[src/rtl/type_buffer.sv]
// Keyboard-side writer of the typed-text array shown by the VGA text renderer.
// The typed array is exported as `typed` because `type` is a reserved word.
// Optional backspace editing is enabled by defining TYPE_BUFFER_BACKSPACE_EN.
module type_buffer #(
    parameter int MAX_LEN    = 25,
    parameter int CW         = 5,
    parameter int WORD_CHARS = 15
) (
    input  logic                       clk,
    input  logic                       rst,
    input  logic                       key_valid,
    input  logic [4:0]                 key_code,
    input  logic [WORD_CHARS*CW-1:0]   word,
    input  logic [4:0]                 word_len,
    output logic                       key_ready,
    output logic [MAX_LEN*CW-1:0]      typed,
    output logic [4:0]                 len,
    output logic [5:0]                 correct,
    output logic [5:0]                 tot,
    output logic                       overflow,
    output logic                       word_done,
    output logic                       word_ok
);

`ifdef TYPE_BUFFER_BACKSPACE_EN
    localparam bit BS_EN = 1'b1;
`else
    localparam bit BS_EN = 1'b0;
`endif

    localparam logic [4:0] LEN_FULL   = 5'(MAX_LEN);
    localparam logic [4:0] CODE_SPACE = 5'd27;
    localparam logic [4:0] CODE_BS    = 5'd28;

    typedef enum logic [1:0] {IDLE, TYPE, CHECK, COMMIT} state_t;

    state_t        state;
    logic [CW-1:0] buf_q [MAX_LEN];
    logic [5:0]    correct_c;
    logic          match_c;
    logic          run;
    logic          is_letter;

    for (genvar g = 0; g < MAX_LEN; g++) begin : g_pack
        assign typed[g*CW +: CW] = buf_q[g];
    end

    assign tot       = {1'b0, len};
    assign is_letter = (key_code >= 5'd1) && (key_code <= 5'd26);

    // NOTE: blocking assignments are correct here; this is combinational
    // scratch logic, and every variable gets a default first to avoid latches.
    always_comb begin
        correct_c = '0;
        run       = 1'b1;
        for (int i = 0; i < WORD_CHARS; i++) begin
            if (run && (i < int'(len)) && (buf_q[i] == word[i*CW +: CW]))
                correct_c = correct_c + 6'd1;
            else
                run = 1'b0;
        end
    end

    // A full prefix match of exactly word_len chars is a correct word.
    assign match_c = (len == word_len) && (correct_c == {1'b0, len});

    // NOTE: the buffer is a small register file, not a RAM, so it is reset
    // with everything else; this keeps the renderer's view blank after reset.
    always_ff @(posedge clk or negedge rst) begin
        if (!rst) begin
            state     <= IDLE;
            key_ready <= 1'b1;
            len       <= '0;
            correct   <= '0;
            overflow  <= 1'b0;
            word_done <= 1'b0;
            word_ok   <= 1'b0;
            for (int i = 0; i < MAX_LEN; i++) buf_q[i] <= '0;
        end else begin
            overflow  <= 1'b0;
            word_done <= 1'b0;
            correct   <= correct_c;
            unique case (state)
                IDLE, TYPE: begin
                    if (key_valid) begin
                        if (is_letter) begin
                            if (len < LEN_FULL) begin
                                buf_q[len] <= key_code;
                                len        <= len + 5'd1;
                                state      <= TYPE;
                            end else begin
                                overflow <= 1'b1;
                            end
                        end else if (key_code == CODE_SPACE && len != 5'd0) begin
                            state     <= CHECK;
                            key_ready <= 1'b0;
                        end else if (BS_EN && key_code == CODE_BS && len != 5'd0) begin
                            buf_q[len - 5'd1] <= '0;
                            len               <= len - 5'd1;
                            if (len == 5'd1) state <= IDLE;
                        end
                    end
                end
                CHECK: begin
                    // word_done rises as COMMIT begins: two edges after the space.
                    state     <= COMMIT;
                    word_done <= 1'b1;
                    word_ok   <= match_c;
                end
                COMMIT: begin
                    state     <= IDLE;
                    key_ready <= 1'b1;
                    len       <= '0;
                    correct   <= '0;
                    for (int i = 0; i < MAX_LEN; i++) buf_q[i] <= '0;
                end
                default: state <= IDLE;
            endcase
        end
    end

endmodule

[config.mk]
export PLATFORM = sky130hd
export DESIGN_NAME = type_buffer
export DESIGN_NICKNAME = d
export VERILOG_FILES = /design/src/rtl/type_buffer.sv
export SDC_FILE = /design/constraint.sdc
export NUM_CORES = 1
export LEC_CHECK = 0
export CAP_MARGIN = 20
export CELL_PAD_IN_SITES_DETAIL_PLACEMENT = 1
export CELL_PAD_IN_SITES_GLOBAL_PLACEMENT = 1
export CORE_MARGIN = 2
export CORE_UTILIZATION = 25
export DETAILED_ROUTE_END_ITERATION = 8
export PLACE_DENSITY_LB_ADDON = 0.1
export SYNTH_ARGS = -nofsm -noshare
export SYNTH_HDL_FRONTEND = slang
export SYNTH_SLANG_ARGS = --single-unit
[constraint.sdc]
create_clock -name clk -period 10.9 [get_ports clk]
set_input_delay 1.635 -clock clk [delete_from_list [all_inputs] [get_ports clk]]
set_output_delay 1.635 -clock clk [all_outputs]
set_load 0.02 [all_outputs]
# ---- Word level (Yosys, flattened, before mapping)
# Cells that the tools add are included.
dict set report op_classes {
  add_sub_neg 15
  reduce_logical 40
  n_bitwise 1
  magnitude_cmp 20
  muxes 55
  eq_ne 28
}
# op n
set ops {}
lappend ops {{$mux W125} 3}
lappend ops {{$pmux W125 S2} 1}
lappend ops {{$bwmux W125} 1}
lappend ops {{$mux W6} 14}
lappend ops {{$eq A5 B5 Y1} 16}
lappend ops {{$add A6 B1 Y6 const B} 13}
lappend ops {{$lt A4 B5 Y1 const A} 7}
lappend ops {{$logic_and A1 B1 Y1} 33}
lappend ops {{$demux W5 S5} 1}
lappend ops {{$mux W1} 23}
lappend ops {{$lt A3 B5 Y1 const A} 4}
lappend ops {{$mux W5} 4}
lappend ops {{$lt A1 B5 Y1 const A} 2}
lappend ops {{$lt A2 B5 Y1 const A} 2}
lappend ops {{$mux W2} 5}
lappend ops {{$ne A2 B2 Y1 const B} 5}
lappend ops {{$pmux W5 S2} 1}
lappend ops {{$reduce_and A4 Y1} 2}
lappend ops {{$eq A6 B5 Y1} 1}
lappend ops {{$ge A6 B6 Y1 const B} 1}
lappend ops {{$lt A6 B1 Y1 const B} 1}
lappend ops {{$ne A3 B3 Y1 const B} 2}
lappend ops {{$not A5 Y6} 1}
lappend ops {{$pmux W2 S3} 1}
lappend ops {{14 further kinds} 15}
dict set report totals {
  elab_cells 191
  input_bits 88
  reg_bits 142
}

# ---- Logic depth before layout (Yosys ltp)
# Gate-level depths: netlist (run 1).
dict set report depth {
  ltp_word 47
  mapped_depth 48
  depth_no_buf 48
}

# ---- Least setup slack after synthesis (run 1)
# Ideal clock, no wire load.
dict set report synth_timing {
  path_kind {in2reg}
  startpoint {input port word[1]}
  endpoint {register word_ok}
  path_slack_ps 349
  path_stages 47
  n_path_buf 0
  arrival_time_ps 10448
  path_cell_list {xor2_1 > a2111oi_0 > and3_1 > ha_1 > and4_1 > nand2_1 > and2_1 > or2_2 > ha_1 > inv_1 > a21boi_0 > ha_1 > a41o_1 > ha_1 > nor2_1 > nor2_1 > ha_1 > mux2i_1 > [11 not listed] > o31a_1 > ha_1 > nand4_1 > nand2_1 > ha_1 > mux2i_1 > o21ai_0 > ha_1 > mux2_2 > ha_1 > nand2_1 > xor2_1 > nor2_1 > xnor2_1 > xor2_1 > nor2_1 > nand3b_1 > o41ai_2}
}
dict set report synth_via {
  elab_chain_len 47
}
# item line_no
set synth_lines {}
lappend synth_lines {{start, declared} 13} ;# input logic [WORD_CHARS*CW-1:0] word,
lappend synth_lines {{$eq A5 B5 Y1 *} 57} ;# if (run && (i < int'(len)) && (buf_q[i] == word[i*CW +: CW]))
lappend synth_lines {{$logic_and A1 B1 Y1 *} 57}
lappend synth_lines {{parallel branches: the longest is 42 deep, another holds $add A6 B1 Y6} n/a}
lappend synth_lines {{$mux W6 *} 57}
lappend synth_lines {{$eq A6 B5 Y1 *} 65} ;# assign match_c = (len == word_len) && (correct_c == {1'b0, len});
lappend synth_lines {{$logic_and A1 B1 Y1 *} 65}
lappend synth_lines {{end signal, assigned} 108} ;# word_ok <= match_c;
lappend synth_lines {{end, declared} 22} ;# output logic word_ok
# Every way passes the cells marked *.
# A chain may end at the register's enable or synchronous reset.

# ---- Final worst setup path (run 1)
dict set report layout_timing {
  startpoint {input port word[2]}
  endpoint {register word_ok}
}
# Same word-level chain as after synthesis.

==> results of run 1 <==
worst max-delay path: cells and delay by family:
family	cells	cell delay, ns
XOR/XNOR	4	0.65
adder cells (fa/ha/maj)	12	3.22
AO/OA/AOI/OAI	8	1.41
multiplexers	5	0.99
buffers and inverters	4	0.75
AND/OR/NAND/NOR	16	2.06
cells in the mapped netlist, types with 9 or more instances:
master	n	area, µm²
a21oi_1	103	515
and2_1	10	62.6
buf_1	11	41.3
clkbuf_1	49	184
dfrtp_1	141	3530
ha_1	16	200
inv_1	13	48.8
mux2i_1	47	470
nand2_1	148	556
nand3_1	112	561
nand4_1	9	56.3
nor2_1	78	293
nor3_1	17	85.1
nor4_1	9	56.3
o21ai_0	15	75.1
xnor2_1	50	438
xor2_1	59	517
area by class of cell:
type / count / area, µm²
clock buffer: 18 / 439
tap: 461 / 577
inverter: 14 / 52.6
clock inverter: 13 / 138
sequential: 142 / 3550
fill: 4064 / 22700
timing repair buffer: 284 / 2700
multi-input combinational: 789 / 5110
antenna: 1 / 2.50
cell families after synthesis:
| family | after synthesis |
|---|---|
| AO/OA/AOI/OAI | 165 |
| XOR/XNOR | 116 |
| adder cells (fa/ha/maj) | 17 |
| buffers and inverters | 84 |
| flip-flops | 142 |
| multiplexers | 51 |
| other | 1 |
| AND/OR/NAND/NOR | 439 |
path summary, 6_finish.rpt:
path	start	endpoint	slack (ns)	cells after the start
max	word[2]	word_ok	0.54	49
min	key_ready	key_ready	0.50	2
max reg2reg	len[2]	word_ok	1.66	48
min reg2reg	key_ready	key_ready	0.50	2
max in group asynchronous	rst	typed[56]	8.18	2
min in group asynchronous	rst	typed[17]	1.22	1
state kept, by name, summed over array words and instances (netlist names):
signal / cells
key_ready: 1
len: 5
correct: 6
word_ok: 1
overflow: 1
state: 2
word_done: 1
typed: 125
layer usage:
layer / global-route usage, % / vias to the layer above / routed length [µm]
met3: 4.93 / 22 / 1570
met4: 4.55 / 2 / 485
li1: - / 3981 / -
met2: 32.9 / 138 / 17700
met1: 25.7 / 4178 / 16500
met5: 0 / - / 16
what timing repair did:
action | 4_1_cts | 5_1_grt
setup buffers | 0 | 6
pin swaps | 0 | 20
hold endpoints to repair | 0 | 0
cloned | 0 | 0
endpoints found under the setup margin | 1 | 6
resized for setup | 1 | 22
power groups by stage:
stage | Sequential [mW] | Combinational (mW) | Clock [mW]
floorplan | 1.10 | 0.529 | 0
global placement | 0.899 | 1.46 | 0
detailed placement | 0.899 | 1.47 | 0
CTS | 0.895 | 1.47 | 0.615
global route | 0.918 | 1.58 | 0.634
finish | 0.887 | 1.46 | 0.593
through the flow:
| stage | util, % | setup slack (ns) | TNS (ns) | instances |
|---|---|---|---|---|
| after floorplan | - | 0.349 | 0 | 1015 |
| after global placement | 33.6 | -0.161 | -0.161 | 1684 |
| after detailed placement | 33.6 | -0.515 | -1.28 | 1684 |
| after CTS | 35.2 | 0.0535 | 0 | 1715 |
| after global routing | 35.6 | -0.0522 | -0.0522 | 1721 |
| final | 35.6 | 0.538 | 0 | 1722 |
==> impl_metrics.env, run 1 <==
export IMPL_die_w_um=193
export IMPL_cts_buffers=17
export IMPL_drv_slew=0
export IMPL_syn_area_um2=8890
export IMPL_min_period_over_period_pct=95.1
export IMPL_irDropWorstVdd_mv=0.117
export IMPL_grt_pass1_wl_mm=54.2
export IMPL_synth_adder_area_share_pct=2.38
export IMPL_routed_via_density=4.83
export IMPL_crit_path_frequent_cell="ha_1"
export IMPL_place_congestion=0.809
export IMPL_cts_root_buf="clkbuf_16"
export IMPL_final_nets=1352
export IMPL_relSlewSlack_pct=30.8
export IMPL_synth_compound_gate_area_share_pct=11.5
export IMPL_grt_overflow_total=0
export IMPL_grt_max_degree=74
export IMPL_yosysUniqueCellTypes=78
export IMPL_crit_path_start_kind="input port"
export IMPL_placed_cell_area_um2=11900
export IMPL_internal_power_mw=1.68
export IMPL_core_um2=35300
export IMPL_synth_simple_gate_area_share_pct=24.0
export IMPL_holdWs_ns=0.505
export IMPL_layout_cells_most_common_list="226 x clkdlybuf4s50_1, 148 x nand2_1, 141 x dfrtp_1, 111 x nand3_1, 103 x a21oi_1"
export IMPL_final_hold_viol_count=0
export IMPL_pwr_share_clk_pct=20.2
export IMPL_p_seq_share_pct=30.2
export IMPL_grt_use_total_pct=19.8
export IMPL_synth_top_family_by_area="simple AND/OR/NAND/NOR gates"
export IMPL_cp_required_ns=11.23
export IMPL_detail_route_iter0_violations=339
export IMPL_ys_warn_count=0
export IMPL_pin_count=234
export IMPL_grt_pass1_vias=8529
export IMPL_row_count=69
export IMPL_vias=8321
export IMPL_synth_async_reset_ratio_pct=100
export IMPL_path_max_fanout=2
export IMPL_hp_class="register to register"
export IMPL_synth_seq_area_share_pct=40.0
export IMPL_fp_dieH_um=193
export IMPL_clockBufferDepth=2
export IMPL_p_leak_nw=5.27
export IMPL_syn_avg_cell_area_um2=8.75
export IMPL_synth_cells=1015
export IMPL_final_area_um2=12600
export IMPL_synth_edf_count=0
export IMPL_hpwlAfterDp_mm=25.7
export IMPL_power_mw=2.94
export IMPL_switching_power_mw=1.26
export IMPL_cp_slowest_stage_delay_ns=0.47
export IMPL_clock_skew_ns=0.0127
export IMPL_maxCapViolCount=0
export IMPL_synth_xor_area_share_pct=12.4
export IMPL_powerDensity_nw_per_um2=234
export IMPL_start_util_pct=25.2
export IMPL_timing_fmax_mhz=96.5
export IMPL_grt_antenna_before_repair=3
export IMPL_dieArea_um2=37100
export IMPL_cp_arrival_ns=10.69
export IMPL_clk_pin_slew_ns=0.06
export IMPL_remaining_drc_errors=0
export IMPL_end_kind="register"
export IMPL_cts_tree="done"
export IMPL_clk_latency_ns=0.44
export IMPL_drt_first_pass_iters=5
export IMPL_syn_nets=1119
export IMPL_sw_frac_of_total_pct=42.7
export IMPL_holdBufCountCts=0
export IMPL_period_minus_slack_ns=10.36
export IMPL_tightest_slew_ns=1.04
export IMPL_drtAntennaViolNets=0
export IMPL_synth_flop_cell="dfrtp_1"
export IMPL_final_common_cell="clkdlybuf4s50_1"
export IMPL_cp_slowest_cell="clkdlybuf4s50_1"
export IMPL_port_buffers=232
export IMPL_cts_htree_levels=4
export IMPL_cts_sinks=142
export IMPL_drive_above_1_share_pct=11.0
export IMPL_post_drt_wl_per_cell_um=21.0
export IMPL_ys_ff_latch=142
export IMPL_status="complete, no violations"
export IMPL_setup_viol=0
export IMPL_crit_type="input port to register"
export IMPL_combPwrFrac_pct=49.7
export IMPL_synthMuxAreaShare_pct=5.80
export IMPL_syn_to_final_growth_pct=41.6
export IMPL_wl_mm=36.2
Power figures use the tool's default switching activity.
==> inputs of run 2 (changes only) <==
- CAP_MARGIN: 20 -> default
==> results of run 2 <==
No change in the layout: final DEF, timing and power equal those of run 1.
==> inputs of run 3 (changes only) <==
- CORE_MARGIN: 2 -> 4
==> run 3 against run 2 <==
Die area increased by 4.2%; hold slack improved by 0.011 ns; global-route usage shrank 0.81 points; critical endpoint unchanged.
==> impl_metrics.env, run 3 (synthesis results as in run 1) <==
export IMPL_status="complete, no violations"
export IMPL_syn_to_final_growth_pct=41.2
export IMPL_setup_viol=0
export IMPL_holdWs_ns=0.516
export IMPL_drive_above_1_share_pct=10.4
export IMPL_cts_root_buf="clkbuf_16"
export IMPL_cts_tree="done"
export IMPL_wl_mm=37.0
export IMPL_cts_buffers=17
export IMPL_remaining_drc_errors=0
export IMPL_cp_slowest_cell="clkdlybuf4s50_1"
export IMPL_hp_class="register to register"
export IMPL_drv_slew=0
export IMPL_path_max_fanout=2
export IMPL_crit_type="input port to register"
export IMPL_clk_pin_slew_ns=0.06
export IMPL_hold_depth=2
export IMPL_tightest_slew_ns=1.24
export IMPL_rsz0062_at_grt="no"
export IMPL_cp_required_ns=11.23
export IMPL_final_common_cell="clkdlybuf4s50_1"
export IMPL_irDropWorstVdd_mv=0.144
export IMPL_min_period_over_period_pct=95.3
export IMPL_fin_setup_tns_ns=0
export IMPL_largest_reg_flops=125
export IMPL_post_drt_wl_per_cell_um=21.6
export IMPL_clk_latency_ns=0.44
export IMPL_cts_sinks=142
export IMPL_grt_antenna_before_repair=2
export IMPL_row_count=68
export IMPL_grt_overflow_total=0
export IMPL_p_leak_nw=5.23
export IMPL_fp_dieH_um=197
export IMPL_core_um2=34800
export IMPL_hpwlAfterDp_mm=26.2
export IMPL_utilization_pct=36.0
export IMPL_grt_max_degree=83
export IMPL_reg2reg_depth=50
export IMPL_grt_use_total_pct=18.9
export IMPL_place_congestion=0.833
export IMPL_cp_arrival_ns=10.72
export IMPL_powerDensity_nw_per_um2=238
export IMPL_clock_skew_ns=0.00872
export IMPL_end_kind="register"
export IMPL_clockBufferDepth=2
export IMPL_crit_path_frequent_cell="ha_1"
export IMPL_drt_first_pass_iters=4
export IMPL_start_util_pct=25.5
export IMPL_detail_route_iter0_violations=357
export IMPL_relSlewSlack_pct=16.5
export IMPL_vias=8355
export IMPL_dieArea_um2=38600
export IMPL_pin_count=234
export IMPL_final_hold_viol_count=0
export IMPL_routed_via_density=4.89
export IMPL_die_w_um=197
export IMPL_grt_pass1_wl_mm=55.9
export IMPL_drtAntennaViolNets=0
export IMPL_maxCapViolCount=0
export IMPL_final_nets=1346
export IMPL_crit_path_start_kind="input port"
export IMPL_grt_pass1_vias=8701
export IMPL_cts_htree_levels=4
export IMPL_port_buffers=232
export IMPL_period_minus_slack_ns=10.38
export IMPL_layout_cells_most_common_list="228 x clkdlybuf4s50_1, 147 x nand2_1, 141 x dfrtp_1, 112 x nand3_1, 103 x a21oi_1"
export IMPL_timing_fmax_mhz=96.3
export IMPL_cp_slowest_stage_delay_ns=0.48
==> run 3: changes by cell type in the layout (fill, tap and decap cells not counted), sizes merged <==
cell | previous run | this run
clkinv | 5 | 4
bufinv | 2 | 4
clkdlybuf4s50 | 226 | 228
buf | 56 | 50
clkinvlp | 3 | 2
dlymetal6s2s | 2 | 0
==> run 3: metal layers <==
layer,global-route usage (%),part of all wire (%)
met2,32.1,50
met5,0,0.032
met4,3.65,1.0
met3,4.70,5.4
met1,24.8,43
==> run 3: per-stage QoR <==
step / total power, mW / cells / worst slack (ns) / instance area, µm²
after floorplan: 1.63 / 1015 / 0.349 / 8890
after detailed placement: 2.37 / 1673 / -0.483 / 11800
after global placement: 2.36 / 1673 / -0.0850 / 11800
after CTS: 3.03 / 1704 / 0.0468 / 12400
after global routing: 3.18 / 1710 / 0.0313 / 12500
final: 2.99 / 1710 / 0.516 / 12500
==> run 3: layout make-up <==
type	count	area, µm²
sequential	142	3550
fill	4045	22300
antenna	1	2.50
inverter	14	52.6
clock buffer	18	429
clock inverter	13	189
tap	455	569
timing repair buffer	278	2650
multi-input combinational	789	5090
==> run 3: where the power goes <==
group	switching (mW)	leakage, nW	internal (mW)
registers	0.170	1.89	0.716
clock network	0.256	0.297	0.384
logic	0.842	3.04	0.621
total	1.27	5.23	1.72
==> run 3: what timing repair did <==
action,in CTS,in global routing
gates resized for setup,1,18
pin swaps,0,11
endpoints found under the setup margin,1,6
buffers inserted,0,5
hold buffers,0,0
==> run 3: worst paths after layout <==
check	from	to	slack, ns
max reg2reg	len[4]	word_ok	1.41
min reg2reg	key_ready	key_ready	0.52
min	key_ready	key_ready	0.52
max	word[2]	word_ok	0.52
min in group asynchronous	rst	typed[123]	1.27
max in group asynchronous	rst	typed[36]	8.26
==> run 3: critical path, delay by kind of cell <==
kind	cells	cell delay, ns
compound gates	8	1.42
simple gates	17	2.05
buf+inv	4	0.76
xor+xnor	5	0.83
mux	4	0.80
fa+ha+maj	12	3.20
